## src/rtl/dmux_pkg.sv

```systemverilog
// Shared definitions for the registered N-way demultiplexer: select-width
// helper, drop-counter sizing and the per-slot state encoding.
package dmux_pkg;

  // Width of the drop counter and the value at which it stops counting.
  localparam int DROP_W = 8;
  localparam logic [DROP_W-1:0] DROP_MAX = 8'd255;

  // Occupancy state of one output slot.
  typedef enum logic {
    SLOT_EMPTY = 1'b0,
    SLOT_FULL  = 1'b1
  } slot_state_t;

  // Bits needed to index n channels; never less than one bit.
  function automatic int sel_width(input int n);
    return (n <= 1) ? 1 : $clog2(n);
  endfunction

endpackage

```

## src/rtl/dmux_chan_slot.sv

```systemverilog
// One registered output slot: a valid/data pair governed by a two-state
// EMPTY/FULL machine. The slot can accept a word when it is empty or when its
// current word is being taken in the same cycle.
module dmux_chan_slot
  import dmux_pkg::*;
#(
  parameter int WIDTH = 16
) (
  input  logic             clk,
  input  logic             reset_n,
  input  logic             load,
  input  logic [WIDTH-1:0] load_data,
  input  logic             out_ready,
  output logic             free,
  output logic             out_valid,
  output logic [WIDTH-1:0] out_data
);

  slot_state_t      state_reg;
  slot_state_t      state_next;
  logic [WIDTH-1:0] data_reg;

  // State and data registers; reset discards any word held in the slot.
  always_ff @(posedge clk) begin
    if (!reset_n) begin
      state_reg <= SLOT_EMPTY;
      data_reg  <= '0;
    end else begin
      state_reg <= state_next;
      if (load) begin
        data_reg <= load_data;
      end
    end
  end

  // Next-state: a load always ends FULL; FULL only empties when drained without a reload.
  always_comb begin
    state_next = state_reg;
    case (state_reg)
      SLOT_EMPTY: begin
        if (load) begin
          state_next = SLOT_FULL;
        end
      end
      SLOT_FULL: begin
        if (out_ready && !load) begin
          state_next = SLOT_EMPTY;
        end
      end
      default: state_next = SLOT_EMPTY;
    endcase
  end

  assign out_valid = (state_reg == SLOT_FULL);
  assign free      = (state_reg == SLOT_EMPTY) || out_ready;
  assign out_data  = data_reg;

endmodule

```

## src/rtl/dmux_nway_reg.sv

```systemverilog
// Registered N-way demultiplexer. Routes one WIDTH-bit word per cycle to the
// slot picked by in_sel, or to every slot at once in broadcast mode. Words
// with an out-of-range select are accepted and dropped, flagged by a one-cycle
// err_sel pulse and counted in a saturating drop counter.
module dmux_nway_reg
  import dmux_pkg::*;
#(
  parameter int WIDTH    = 16,
  parameter int CHANNELS = 8,
  parameter int SEL_W    = sel_width(CHANNELS),
  parameter int BCAST_EN = 1
) (
  input  logic                      clk,
  input  logic                      reset_n,
  input  logic [WIDTH-1:0]          in_data,
  input  logic [SEL_W-1:0]          in_sel,
  input  logic                      in_bcast,
  input  logic                      in_valid,
  output logic                      in_ready,
  output logic [CHANNELS*WIDTH-1:0] out_data,
  output logic [CHANNELS-1:0]       out_valid,
  input  logic [CHANNELS-1:0]       out_ready,
  output logic                      err_sel,
  output logic [DROP_W-1:0]         drop_cnt
);

  // Channel count widened by one bit so in_sel can be range-checked even
  // when CHANNELS is an exact power of two.
  localparam logic [SEL_W:0] CHAN_LIM = (SEL_W + 1)'(CHANNELS);

  logic [CHANNELS-1:0] free;
  logic [CHANNELS-1:0] sel_onehot;
  logic [CHANNELS-1:0] load;
  logic                bcast_eff;
  logic                sel_ok;
  logic                accept;
  logic                drop_now;
  logic                err_sel_reg;
  logic [DROP_W-1:0]   drop_cnt_reg;

  // Select decoder and one slot per channel.
  genvar gi;
  generate
    for (gi = 0; gi < CHANNELS; gi = gi + 1) begin : g_chan
      localparam logic [SEL_W-1:0] IDX = SEL_W'(gi);

      assign sel_onehot[gi] = (in_sel == IDX);

      dmux_chan_slot #(
        .WIDTH (WIDTH)
      ) u_slot (
        .clk       (clk),
        .reset_n   (reset_n),
        .load      (load[gi]),
        .load_data (in_data),
        .out_ready (out_ready[gi]),
        .free      (free[gi]),
        .out_valid (out_valid[gi]),
        .out_data  (out_data[gi*WIDTH +: WIDTH])
      );
    end
  endgenerate

  // Accept logic: in_ready never looks at in_valid; broadcast is all-or-none.
  always_comb begin
    bcast_eff = (BCAST_EN != 0) && in_bcast;
    sel_ok    = ({1'b0, in_sel} < CHAN_LIM);
    in_ready  = 1'b0;
    load      = '0;

    if (bcast_eff) begin
      in_ready = &free;
    end else if (!sel_ok) begin
      in_ready = 1'b1;
    end else begin
      in_ready = |(sel_onehot & free);
    end

    accept = in_valid && in_ready;

    if (accept) begin
      if (bcast_eff) begin
        load = '1;
      end else if (sel_ok) begin
        load = sel_onehot;
      end
    end

    drop_now = accept && !bcast_eff && !sel_ok;
  end

  // Error pulse follows a dropped word by one cycle; drop counter saturates.
  always_ff @(posedge clk) begin
    if (!reset_n) begin
      err_sel_reg  <= 1'b0;
      drop_cnt_reg <= '0;
    end else begin
      err_sel_reg <= drop_now;
      if (drop_now && (drop_cnt_reg != DROP_MAX)) begin
        drop_cnt_reg <= drop_cnt_reg + 1'b1;
      end
    end
  end

  assign err_sel  = err_sel_reg;
  assign drop_cnt = drop_cnt_reg;

endmodule
```

## config.mk

```make
export PLATFORM = sky130hd
export DESIGN_NAME = dmux_nway_reg
export DESIGN_NICKNAME = d
export VERILOG_FILES = /design/src/rtl/dmux_pkg.sv /design/src/rtl/dmux_chan_slot.sv /design/src/rtl/dmux_nway_reg.sv
export SDC_FILE = /design/constraint.sdc
export NUM_CORES = 1
export LEC_CHECK = 0
export CAP_MARGIN = 25
export CELL_PAD_IN_SITES_DETAIL_PLACEMENT = 0
export CELL_PAD_IN_SITES_GLOBAL_PLACEMENT = 2
export CORE_MARGIN = 5
export CORE_UTILIZATION = 27
export CTS_CLUSTER_SIZE = 16
export DETAILED_ROUTE_END_ITERATION = 10
export GPL_TIMING_DRIVEN = 0
export PLACE_DENSITY = 0.86
export SLEW_MARGIN = 20
export SYNTH_ARGS = -nofsm -noshare
export SYNTH_HDL_FRONTEND = slang
export SYNTH_SLANG_ARGS = --single-unit
```

## constraint.sdc

```tcl
create_clock -name clk -period 2.85 [get_ports clk]
set_clock_uncertainty 0.05 [all_clocks]
set_input_delay 0.57 -clock clk [delete_from_list [all_inputs] [get_ports clk]]
set_output_delay 0.57 -clock clk [all_outputs]
set_load 0.02 [all_outputs]
```

# Word level (Yosys, flattened, before mapping)

Cells that the tools add are included.
W data, S select, Z words.

Input bits: 31
Logic and storage cells: 87
Flip-flop bits (word level): 136

Reductions and logical operators: 28
Muxes and demuxes: 27
Equal/unequal tests: 7
Bitwise operators: 9

Operators by type and width:

| kind                 | number |
|---|---|
| $mux W1              | 17 |
| $mux W8              | 2 |
| $pmux W1 S2          | 8 |
| $eq A3 B3 Y1 const B | 4 |
| $logic_and A1 B1 Y1  | 9 |
| $and A8 B8 Y8        | 1 |
| $logic_not A1 Y1     | 8 |
| $logic_or A1 B1 Y1   | 8 |
| $not A1 Y1           | 8 |
| $reduce_and A8 Y1    | 1 |
| $reduce_or A8 Y1     | 1 |
| $eq A3 B2 Y1 const B | 2 |
| $eq A3 B1 Y1 const B | 1 |
| $logic_not A3 Y1     | 1 |

# Longest topological paths before layout

Gate-level depths: netlist of run 1.

Word-level depth: 11
Gate-level depth with buffers: 8
Mapped depth without buffers: 5

# Modules after synthesis

A second synthesis of run 1 with hierarchy kept.

Cells, all modules: 474
Area total of the unflattened synthesis: 5494.0 um^2

By module, submodules not included:

| module         | seq. area each (um^2) | area an instance (um^2) | cells an instance | instances |
|---|---|---|---|---|
| dmux_chan_slot | 340.3                 | 653.1                   | 55                | 8 |
| dmux_nway_reg  | 0.0                   | 269.0                   | 34                | 1 |

# Worst setup path after synthesis of run 1

OpenSTA, ideal clock, no wires.

Path kind: in2out
Start point: input port in_sel[1]
End point: output port in_ready
Data arrival time: 1702 ps
Cell stages on the path: 6
Setup slack: 528 ps
Path through: or3b_1 -> o22ai_1 -> a211o_1 -> buf_6 -> nor2_1 -> a21oi_1

Word-level cells in the longest chain between the ends: 4
Elaborated cells between the ends (all ways): 11
Those cells by class: 7 x eq/ne; 1 x mux; 1 x bitwise; 2 x reduce/logical

Ends and longest elaborated chain:

| element                              | line                | text |
|---|---|---|
| start: declaration                   | dmux_nway_reg.sv:16 | `input logic [SEL_W-1:0] in_sel,` |
| $eq A3 B1 Y1 (tied with other cells) | dmux_nway_reg.sv:47 | `assign sel_onehot[gi] = (in_sel == IDX);` |
| $and A8 B8 Y8 (*)                    | dmux_nway_reg.sv:76 | `in_ready = \|(sel_onehot & free);` |
| $reduce_or A8 Y1 (*)                 | dmux_nway_reg.sv:76 |  |
| $mux W1 (*)                          | dmux_nway_reg.sv:71 | `if (bcast_eff) begin` |
| end: declaration                     | dmux_nway_reg.sv:19 | `output logic in_ready,` |

Every way passes the cells marked *; elsewhere a longest branch is shown, timed or not.

# Final worst setup path of run 1

Start point: input port out_ready[7]
End point: output port in_ready

Word-level cells in the longest chain between the ends: 4
Elaborated cells between the ends (all ways): 5
Those cells by class: 1 x mux; 1 x bitwise; 3 x reduce/logical

Ends and longest elaborated chain:

| element                | line                 | text |
|---|---|---|
| start: declaration     | dmux_nway_reg.sv:22  | `input logic [CHANNELS-1:0] out_ready,` |
| $logic_or A1 B1 Y1 (*) | dmux_chan_slot.sv:55 | `assign free = (state_reg == SLOT_EMPTY) \|\| out_ready;` |
| $and A8 B8 Y8          | dmux_nway_reg.sv:76  |  |
| $reduce_or A8 Y1       | dmux_nway_reg.sv:76  |  |
| $mux W1 (*)            | dmux_nway_reg.sv:71  |  |

Marks and branches as above.

==> results of run 1 <==
-- Yosys cell counts, drive strengths merged --
master / number
clkbuf: 18
nor4: 1
a41o: 1
a211o: 1
o22ai: 1
a2111oi: 1
inv: 7
mux2i: 128
or2b: 1
buf: 35
o21a: 1
nand2: 145
a41oi: 7
conb: 1
nor2: 3
o221ai: 1
a21boi: 7
nand2b: 3
and2b: 1
a221o: 1
nor2b: 9
a21oi: 1
nand3: 1
and4: 1
o32ai: 1
and2: 1
or3b: 2
dfxtp: 136
-- kinds of logic after synthesis --
logic type | after synthesis | share of synthesized area
buffers and inverters | 60 | 0.0772
muxes | 128 | 0.240
AOI/OAI and AO/OA | 23 | 0.0409
and+or+nand+nor | 168 | 0.130
DFF | 136 | 0.511
other | 1 | 0.000704
-- final cells by class --
cell class                      instances  area, um2  area share
Clock inverter                         11        173      0.0216
Tap cell                              265        332      0.0415
Timing Repair Buffer                  166       1670       0.208
Clock buffer                           21        450      0.0563
Inverter                                7       26.3     0.00329
Buffer                                 53        385      0.0482
Sequential cell                       136       2720       0.340
Multi-Input combinational cell        328       2240       0.280
-- per-stage QoR --
| stage | setup slack (ps) | area, um2 | power [W] |
|---|---|---|---|
| after CTS | 32.9 | 7970 | 0.00552 |
| after global placement | -525 | 7340 | 0.00316 |
| after global routing | 1.34 | 8000 | 0.00569 |
| after floorplan | 528 | 5360 | 0.00272 |
| after detailed placement | -597 | 7340 | 0.00318 |
| final | 74.8 | 8000 | 0.00546 |
-- critical path: stages --
cell and delay, ps:
clkdlybuf4s50_1 430, nor2b_1 310, o22ai_1 120, a211o_1 290, buf_6 120, nor2_1 70, a21oi_1 60, buf_4 170
-- repair_timing --
action	in CTS	in global routing
setup endpoints to repair	1	1
resized for setup	9	6
pin swaps	0	1
buffers inserted	0	1
-- metal layers --
metal  up-vias  GRT usage  routed length, um
met1      2089      0.201               7950
li1       2086          -                  -
met4         0     0.0522                281
met5         -          0                  0
met2       123      0.258               8360
met3        18     0.0452               1070
-- state kept, by name, indices dropped and copies added (netlist names) --
register                 cells
g_chan.u_slot.out_data     128
g_chan.u_slot.out_valid      8
-- power by group --
group          internal, W  leakage, nW  switching, W  total, W
clock network      0.00149        0.301      0.000835   0.00233
registers          0.00204         1.11     0.0000792   0.00212
logic             0.000477         2.15      0.000541   0.00102
-- how the worst min path moves through the flow --
stage | startpoint | cells past startpoint | endpoint | slack [ps]
2_1_floorplan | g_chan[0].u_slot.out_valid$_SDFF_PN0_ | 2 | g_chan[0].u_slot.out_valid$_SDFF_PN0_ | 430
3_3_place_gp | g_chan[3].u_slot.out_data[14]$_SDFFE_PN0P_ | 2 | g_chan[3].u_slot.out_data[14]$_SDFFE_PN0P_ | 390
3_5_place_dp | g_chan[3].u_slot.out_data[0]$_SDFFE_PN0P_ | 2 | g_chan[3].u_slot.out_data[0]$_SDFFE_PN0P_ | 400
4_1_cts | g_chan[3].u_slot.out_data[14]$_SDFFE_PN0P_ | 2 | g_chan[3].u_slot.out_data[14]$_SDFFE_PN0P_ | 410
5_1_grt | g_chan[5].u_slot.out_data[15]$_SDFFE_PN0P_ | 2 | g_chan[5].u_slot.out_data[15]$_SDFFE_PN0P_ | 430
6_report | g_chan[3].u_slot.out_data[13]$_SDFFE_PN0P_ | 2 | g_chan[3].u_slot.out_data[13]$_SDFFE_PN0P_ | 410
==> qor.yml, run 1 <==
status: "complete, no violations"
yosysSeqAreaShare: 0.511
die_w_um: 150
cts_tree: "built"
cts.sinks: 136
worstSetupPathType: "input port to output pin"
worst_slew_pin_slew_ps: 570
grt_pass1_vias: 4628
viasPerCell: 4.37
io_buffers: 165
hold_buffers: 0
drt_iter0_markers: 149
ir_worst_vdd_mv: 0.382
ys_ff_latch: 136
dpl.cell_count: 954
arrival_ps: 2160
finalHoldViolations: 0
fp.dieH_um: 150
drive_gt1_frac: 0.104
die_area_um2: 22600
track_usage: 0.158
grt_pass1_wl_um: 26800
ys.warnings.count: 0
wl_um: 17700
gp_congestion: 0.756
synthDistinctLibCells: 33
syn_area_um2: 5330
cts_buffers: 17
slew_violations: 0
setup_tns_ps: 0
rsz0062_at_grt: "false"
synth_area_leaders: "dfxtp_1, mux2i_1, nand2_1"
worst_r2r_endpoint: "g_chan[0].u_slot.out_data[11]$_SDFFE_PN0P_"
utilization: 0.411
r2r_cells: 9
fmax_mhz: 360
ant_nets: 0
mostFrequentLayoutCells: "clkdlybuf4s50_1, nand2_1, dfxtp_1, mux2i_1, buf_4"
initial_core_util: 0.274
drc: 0
critPathCapture: "in_ready"
rows: 51
crit_start: "out_ready[7]"
critPathCaptureType: "output pin"
antenna_found_initial: 0
syn_to_final_growth_pct: 50.1
synthCells: 516
finalSetupViolCount: 0
whs_ps: 408
crit_path_start_kind: "input port"
hold_path_class: "flip-flop to flip-flop"
power_leakage_nw: 3.56
n_antenna_cell: 0
layout_commonest_cell: "clkdlybuf4s50_1"
timing.reg2reg.setup_slack_ps: 380
cts.clk_slew.worst_paths_ps: 60
nets: 740
finalNonFillerCells: 987
period_share: 0.974
ios: 177
grt_max_degree: 17
crit_fanout: 3
worstReg2RegStart: "g_chan[0].u_slot.out_valid$_SDFF_PN0_"
max_slew_margin: 0.620
cts_max_level: 4
cts_max_path_buffers: 2
first_pass_iters: 4
synth_top_area_share: 0.511
final.min_clock_period_ps: 2780
coreArea_um2: 19500
fillers: 1875
cap_violations: 0
cts-root-buf: "clkbuf_16"
cp_data_required_time_ps: 2230
wl_per_cell_um: 17.9
power_density_nw_per_um2: 683
grt.overflow.total: 0
avgSynthCellArea_um2: 10.3
hpwl_um: 13200
yosysTopAreaCell: "dfxtp_1"
insertion_delay_ps: 410
dr_total_vias: 4316
No activity file was read; power rests on OpenSTA's default activity.
==> run 2: changes to the inputs <==
- CORE_UTILIZATION: 27 -> 29
- PLACE_DENSITY: 0.86 -> 0.88
- SYNTH_HIERARCHICAL: unset -> 1
==> qor.yml, run 2 <==
r2r_cells: 8  # -1
nets: 702  # -5.1%
largest_reg_flops: 128  # unchanged
yosys-top-cells-count: "dfxtp_1, mux2i_1, nor2b_1"
hpwl_um: 12000  # -9.1%
utilization: 0.434  # +0.0235
final.min_clock_period_ps: 2770  # -4.89 ps
arrival_ps: 2150  # about the same
cts_max_path_buffers: 2  # unchanged
avgSynthCellArea_um2: 11.6  # +12%
syn_to_final_growth_pct: 47.9
power_leakage_nw: 2.94  # -18%
yosysTopAreaCell: "dfxtp_1"
critPathCaptureType: "output pin"
syn_area_um2: 5490  # +3.1%
hold_path_class: "flip-flop to flip-flop"
ys.warnings.count: 6  # +6
layout_commonest_cell: "clkdlybuf4s50_1"
cts.clk_slew.worst_paths_ps: 50  # about the same
fp.dieH_um: 148  # -1.9%
drc: 0  # unchanged
synth_edf_count: 0  # unchanged
cts.sinks: 136  # unchanged
whs_ps: 465  # +56.5 ps
period_share: 0.972  # -0.00171
initial_core_util: 0.294  # +0.0199
insertion_delay_ps: 410  # about the same
ir_worst_vdd_mv: 0.340  # -11%
crit_fanout: 5  # +2
antenna_found_initial: 2  # +2
status: "complete, no violations"
cts_tree: "built"
drive_gt1_frac: 0.101  # -0.00271
power_density_nw_per_um2: 654  # -4.2%
rsz0062_at_grt: "false"
crit_path_start_kind: "input port"
synth_most_common_cell: "dfxtp_1"
rows: 50  # -2.0%
cts_max_level: 4  # unchanged
grt_max_degree: 45  # +28
synth_area_leaders: "dfxtp_1, mux2i_1, nor2b_1"
ys_async_sr_fraction: 0  # unchanged
cp_data_required_time_ps: 2230  # about the same
synthFlopType: "dfxtp_1"
dr_total_vias: 3995  # -7.4%
fmax_mhz: 361  # +0.18%
max_slew_margin: 0.642  # +0.0213
die_area_um2: 21800  # -3.7%
grt_pass1_wl_um: 25400  # -5.6%
worstSetupPathType: "input port to output pin"
grt_pass1_vias: 4300  # -7.1%
synthDistinctLibCells: 24  # -27%
ios: 177  # unchanged
drt_iter0_markers: 126  # -15%
slew_violations: 0  # unchanged
die_w_um: 148  # -1.9%
hold_buffers: 0  # unchanged
coreArea_um2: 18700  # -3.9%
finalHoldViolations: 0  # unchanged
io_buffers: 167  # +1.2%
min_path_cells: 2  # unchanged
wl_um: 16100  # -8.7%
synth_top_area_share: 0.496  # -0.0154
finalSetupViolCount: 0  # unchanged
worst_slew_pin_slew_ps: 536  # -33.7 ps
yosysSeqAreaShare: 0.496  # -0.0154
cts_buffers: 17  # unchanged
ys_ff_latch: 136  # unchanged
first_pass_iters: 4  # unchanged
viasPerCell: 4.36  # -0.37%
cts-root-buf: "clkbuf_16"
mostFrequentLayoutCells: "clkdlybuf4s50_1, dfxtp_1, mux2i_1, nor2b_1, clkbuf_16"
cap_violations: 0  # unchanged
wl_per_cell_um: 17.6  # -1.7%
grt.overflow.total: 0  # unchanged
track_usage: 0.151  # -0.00715
ant_nets: 0  # unchanged
synthCells: 474  # -8.1%
gp_congestion: 0.762  # +0.81%
[run 2: cell type report]
type | instances | area (um2)
fillers | 1733 | 10600
flip-flops and latches | 136 | 2720
multi-input cells | 305 | 2460
repair buffers | 170 | 1700
clock buffers | 22 | 474
plain buffers | 33 | 348
well taps | 234 | 293
clock inverters | 8 | 97.6
inverters | 8 | 30.0
diodes | 1 | 2.50
[run 2: through the flow]
step | power [W] | instances | setup slack, ps | setup TNS (ps) | cell area (um2)
floorplan | 0.00276 | 482 | 403 | 0 | 5520
global placement | 0.00320 | 883 | -572 | -15580 | 7490
detailed placement | 0.00322 | 884 | -610 | -19050 | 7500
CTS | 0.00539 | 916 | 79.8 | 0 | 8120
global route | 0.00555 | 917 | 11.5 | 0 | 8130
finish | 0.00532 | 917 | 79.7 | 0 | 8130
[run 2: cell families after synthesis]
kind of cell           share of synthesized area
AOI/OAI and AO/OA                         0.0266
and+or+nand+nor                            0.167
muxes                                      0.241
other                                   0.000683
DFF                                        0.496
buffers and inverters                     0.0688
[run 2: path summary, 6_finish.rpt]
| kind | start | endpoint | slack (ps) |
|---|---|---|---|
| hold / removal | g_chan[3].u_slot/out_data[9]$_SDFFE_PN0P_ | g_chan[3].u_slot/out_data[9]$_SDFFE_PN0P_ | 460 |
| setup / recovery | in_sel[1] | in_ready | 80 |
| setup reg to reg | g_chan[1].u_slot/out_valid$_SDFF_PN0_ | g_chan[4].u_slot/out_data[5]$_SDFFE_PN0P_ | 730 |
| hold reg to reg | g_chan[3].u_slot/out_data[9]$_SDFFE_PN0P_ | g_chan[3].u_slot/out_data[9]$_SDFFE_PN0P_ | 460 |
[run 2: what timing repair did]
item	CTS	global route
setup buffers	2	0
resized for setup	18	1
setup endpoints to repair	1	5
pin swaps	1	0
[run 2: metal layers]
layer  wire (um)  global-route usage
met1        7250               0.190
met2        7770               0.247
met3         757              0.0445
met4         330              0.0536
met5          20                   0
[run 2: critical path, stage by stage]
cell and delay (ps):
clkdlybuf4s50_1 600, mux4_2 330, and2_4 170, o41a_1 330
buf_6 150
[run 2: power by group]
| group | leakage (nW) | internal, W | switching, W |
|---|---|---|---|
| combinational | 1.55 | 0.000540 | 0.000527 |
| sequential | 1.11 | 0.00203 | 0.0000761 |
| clock | 0.274 | 0.00134 | 0.000797 |
==> run 3: changes to the inputs <==
- CORE_UTILIZATION: 29 -> 27
- PLACE_DENSITY: 0.88 -> unset
- PLACE_DENSITY_LB_ADDON: unset -> 0.12
- SLEW_MARGIN: 20 -> 30
- SYNTH_HIERARCHICAL: 1 -> unset
==> qor.yml, run 3 (synthesized netlist as in run 1, its figures left out) <==
cts_max_path_buffers: 2  # unchanged
ios: 177  # unchanged
crit_fanout: 9  # +4
initial_core_util: 0.274  # -0.0199
cp_data_required_time_ps: 2230  # about the same
wl_per_cell_um: 17.8  # +1.0%
worstSetupPathType: "input port to output pin"
cts_tree: "built"
arrival_ps: 2160  # about the same
fin_total_pwr_w: 0.00566  # +6.4%
utilization: 0.412  # -0.0220
crit_path_cell_trace: "clkdlybuf4s50_1 -> nand2b_1 -> a221o_1 -> a211o_1 -> buf_6 -> nor2_1 -> a21oi_1 -> buf_4"
track_usage: 0.157  # +0.00616
hold_buffers: 0  # unchanged
cts_setup_buffers: 0  # -2
slew_violations: 0  # unchanged
antenna_found_initial: 0  # -2
cts-root-buf: "clkbuf_16"
setup_tns_ps: 0  # unchanged
fp.dieH_um: 150  # +1.9%
path_buf_inv: 3  # +1
crit_path_start_kind: "input port"
gp_congestion: 0.768  # +0.77%
hpwl_um: 13000  # +7.7%
cts_max_level: 4  # unchanged
hold_path_class: "flip-flop to flip-flop"
n_antenna_cell: 0  # -1
finalSetupViolCount: 0  # unchanged
layout_commonest_cell: "clkdlybuf4s50_1"
fillers: 1914  # +10%
first_pass_iters: 4  # unchanged
critPathCaptureType: "output pin"
wl_um: 17500  # +8.6%
cts_buffers: 17  # unchanged
ir_worst_vdd_mv: 0.402  # +18%
dpl.cell_count: 954  # +7.9%
ant_nets: 0  # unchanged
mostFrequentLayoutCells: "clkdlybuf4s50_1, nand2_1, dfxtp_1, mux2i_1, buf_4"
period_share: 0.976  # +0.00385
largest_reg_flops: 128  # unchanged
nets: 739  # +5.3%
power_leakage_nw: 3.56  # +21%
worst_slew_pin_slew_ps: 587  # +50.6 ps
cpMaxStageDelayCell: "clkdlybuf4s50_1"
drive_gt1_frac: 0.105  # +0.00424
syn_to_final_growth_pct: 50.6
grt_pass1_vias: 4370  # +1.6%
io_buffers: 165  # -1.2%
status: "complete, no violations"
insertion_delay_ps: 420  # about the same
die_area_um2: 22600  # +3.9%
final.min_clock_period_ps: 2780  # +11.0 ps
cts.clk_slew.worst_paths_ps: 60  # about the same
die_w_um: 150  # +1.9%
power_density_nw_per_um2: 705  # +7.7%
grt_max_degree: 17  # -62%
whs_ps: 409  # -55.6 ps
cts.sinks: 136  # unchanged
drt_iter0_markers: 109  # -13%
max_slew_margin: 0.609  # -0.0326
drc: 0  # unchanged
rsz0062_at_grt: "false"
grt_pass1_wl_um: 26300  # +3.6%
grt.overflow.total: 0  # unchanged
rows: 51  # +2.0%
crit_family: "buffers and inverters"
dr_total_vias: 4169  # +4.4%
fmax_mhz: 360  # -0.40%
cap_violations: 0  # unchanged
viasPerCell: 4.23  # -2.9%
slowest_delay_ps: 420  # -180 ps
finalNonFillerCells: 986  # +7.5%
finalHoldViolations: 0  # unchanged
coreArea_um2: 19500  # +4.0%
run 3: timing repair:
item | in CTS | in global routing
gates resized for setup | 9 | 5
endpoints found under the hold margin | 0 | 0
setup endpoints to repair | 1 | 1
run 3: per-layer routing:
layer	track usage	part of all wire	vias to the layer above
li1	-	-	2088
met3	0.0617	0.078	15
met4	0.0425	0.011	0
met2	0.247	0.45	121
met5	0	0	-
met1	0.201	0.46	1945
run 3: worst paths after layout:
path,from,endpoint,slack [ps],cells past startpoint
max,out_ready[3],in_ready,70,8
min,g_chan[3].u_slot.out_data[13]$_SDFFE_PN0P_,g_chan[3].u_slot.out_data[13]$_SDFFE_PN0P_,410,2
max reg2reg,g_chan[4].u_slot.out_valid$_SDFF_PN0_,g_chan[0].u_slot.out_data[9]$_SDFFE_PN0P_,460,8
min reg2reg,g_chan[3].u_slot.out_data[13]$_SDFFE_PN0P_,g_chan[3].u_slot.out_data[13]$_SDFFE_PN0P_,410,2
run 3: worst register-to-register path, stage by stage (launching register included):
cell and delay (ps):
dfxtp_1 310, nor2b_1 160, a2111oi_1 580, and4_1 280
buf_2 220, a41oi_1 100, buf_4 260, buf_8 170
mux2i_1 130
run 3: layout make-up:
class,count,area (um2),share of cell area
flip-flops and latches,136,2720,0.339
multi-input cells,328,2240,0.279
repair buffers,165,1650,0.205
clock buffers,18,429,0.0535
plain buffers,53,385,0.0480
well taps,265,332,0.0413
clock inverters,14,241,0.0301
inverters,7,26.3,0.00327
run 3: metrics by stage:
| stage | setup slack, ps | instance area, um2 |
|---|---|---|
| after floorplan | 528 | 5360 |
| after global placement | -539 | 7340 |
| after detailed placement | -538 | 7340 |
| after CTS | 36.7 | 8010 |
| after global routing | 0.454 | 8030 |
| final | 68.7 | 8030 |
run 3: power breakdown:
part | total, W | internal [W] | switching, W
Clock | 0.00254 | 0.00165 | 0.000883
Sequential | 0.00211 | 0.00204 | 0.0000759
Combinational | 0.00101 | 0.000471 | 0.000536
Total | 0.00566 | 0.00416 | 0.00149
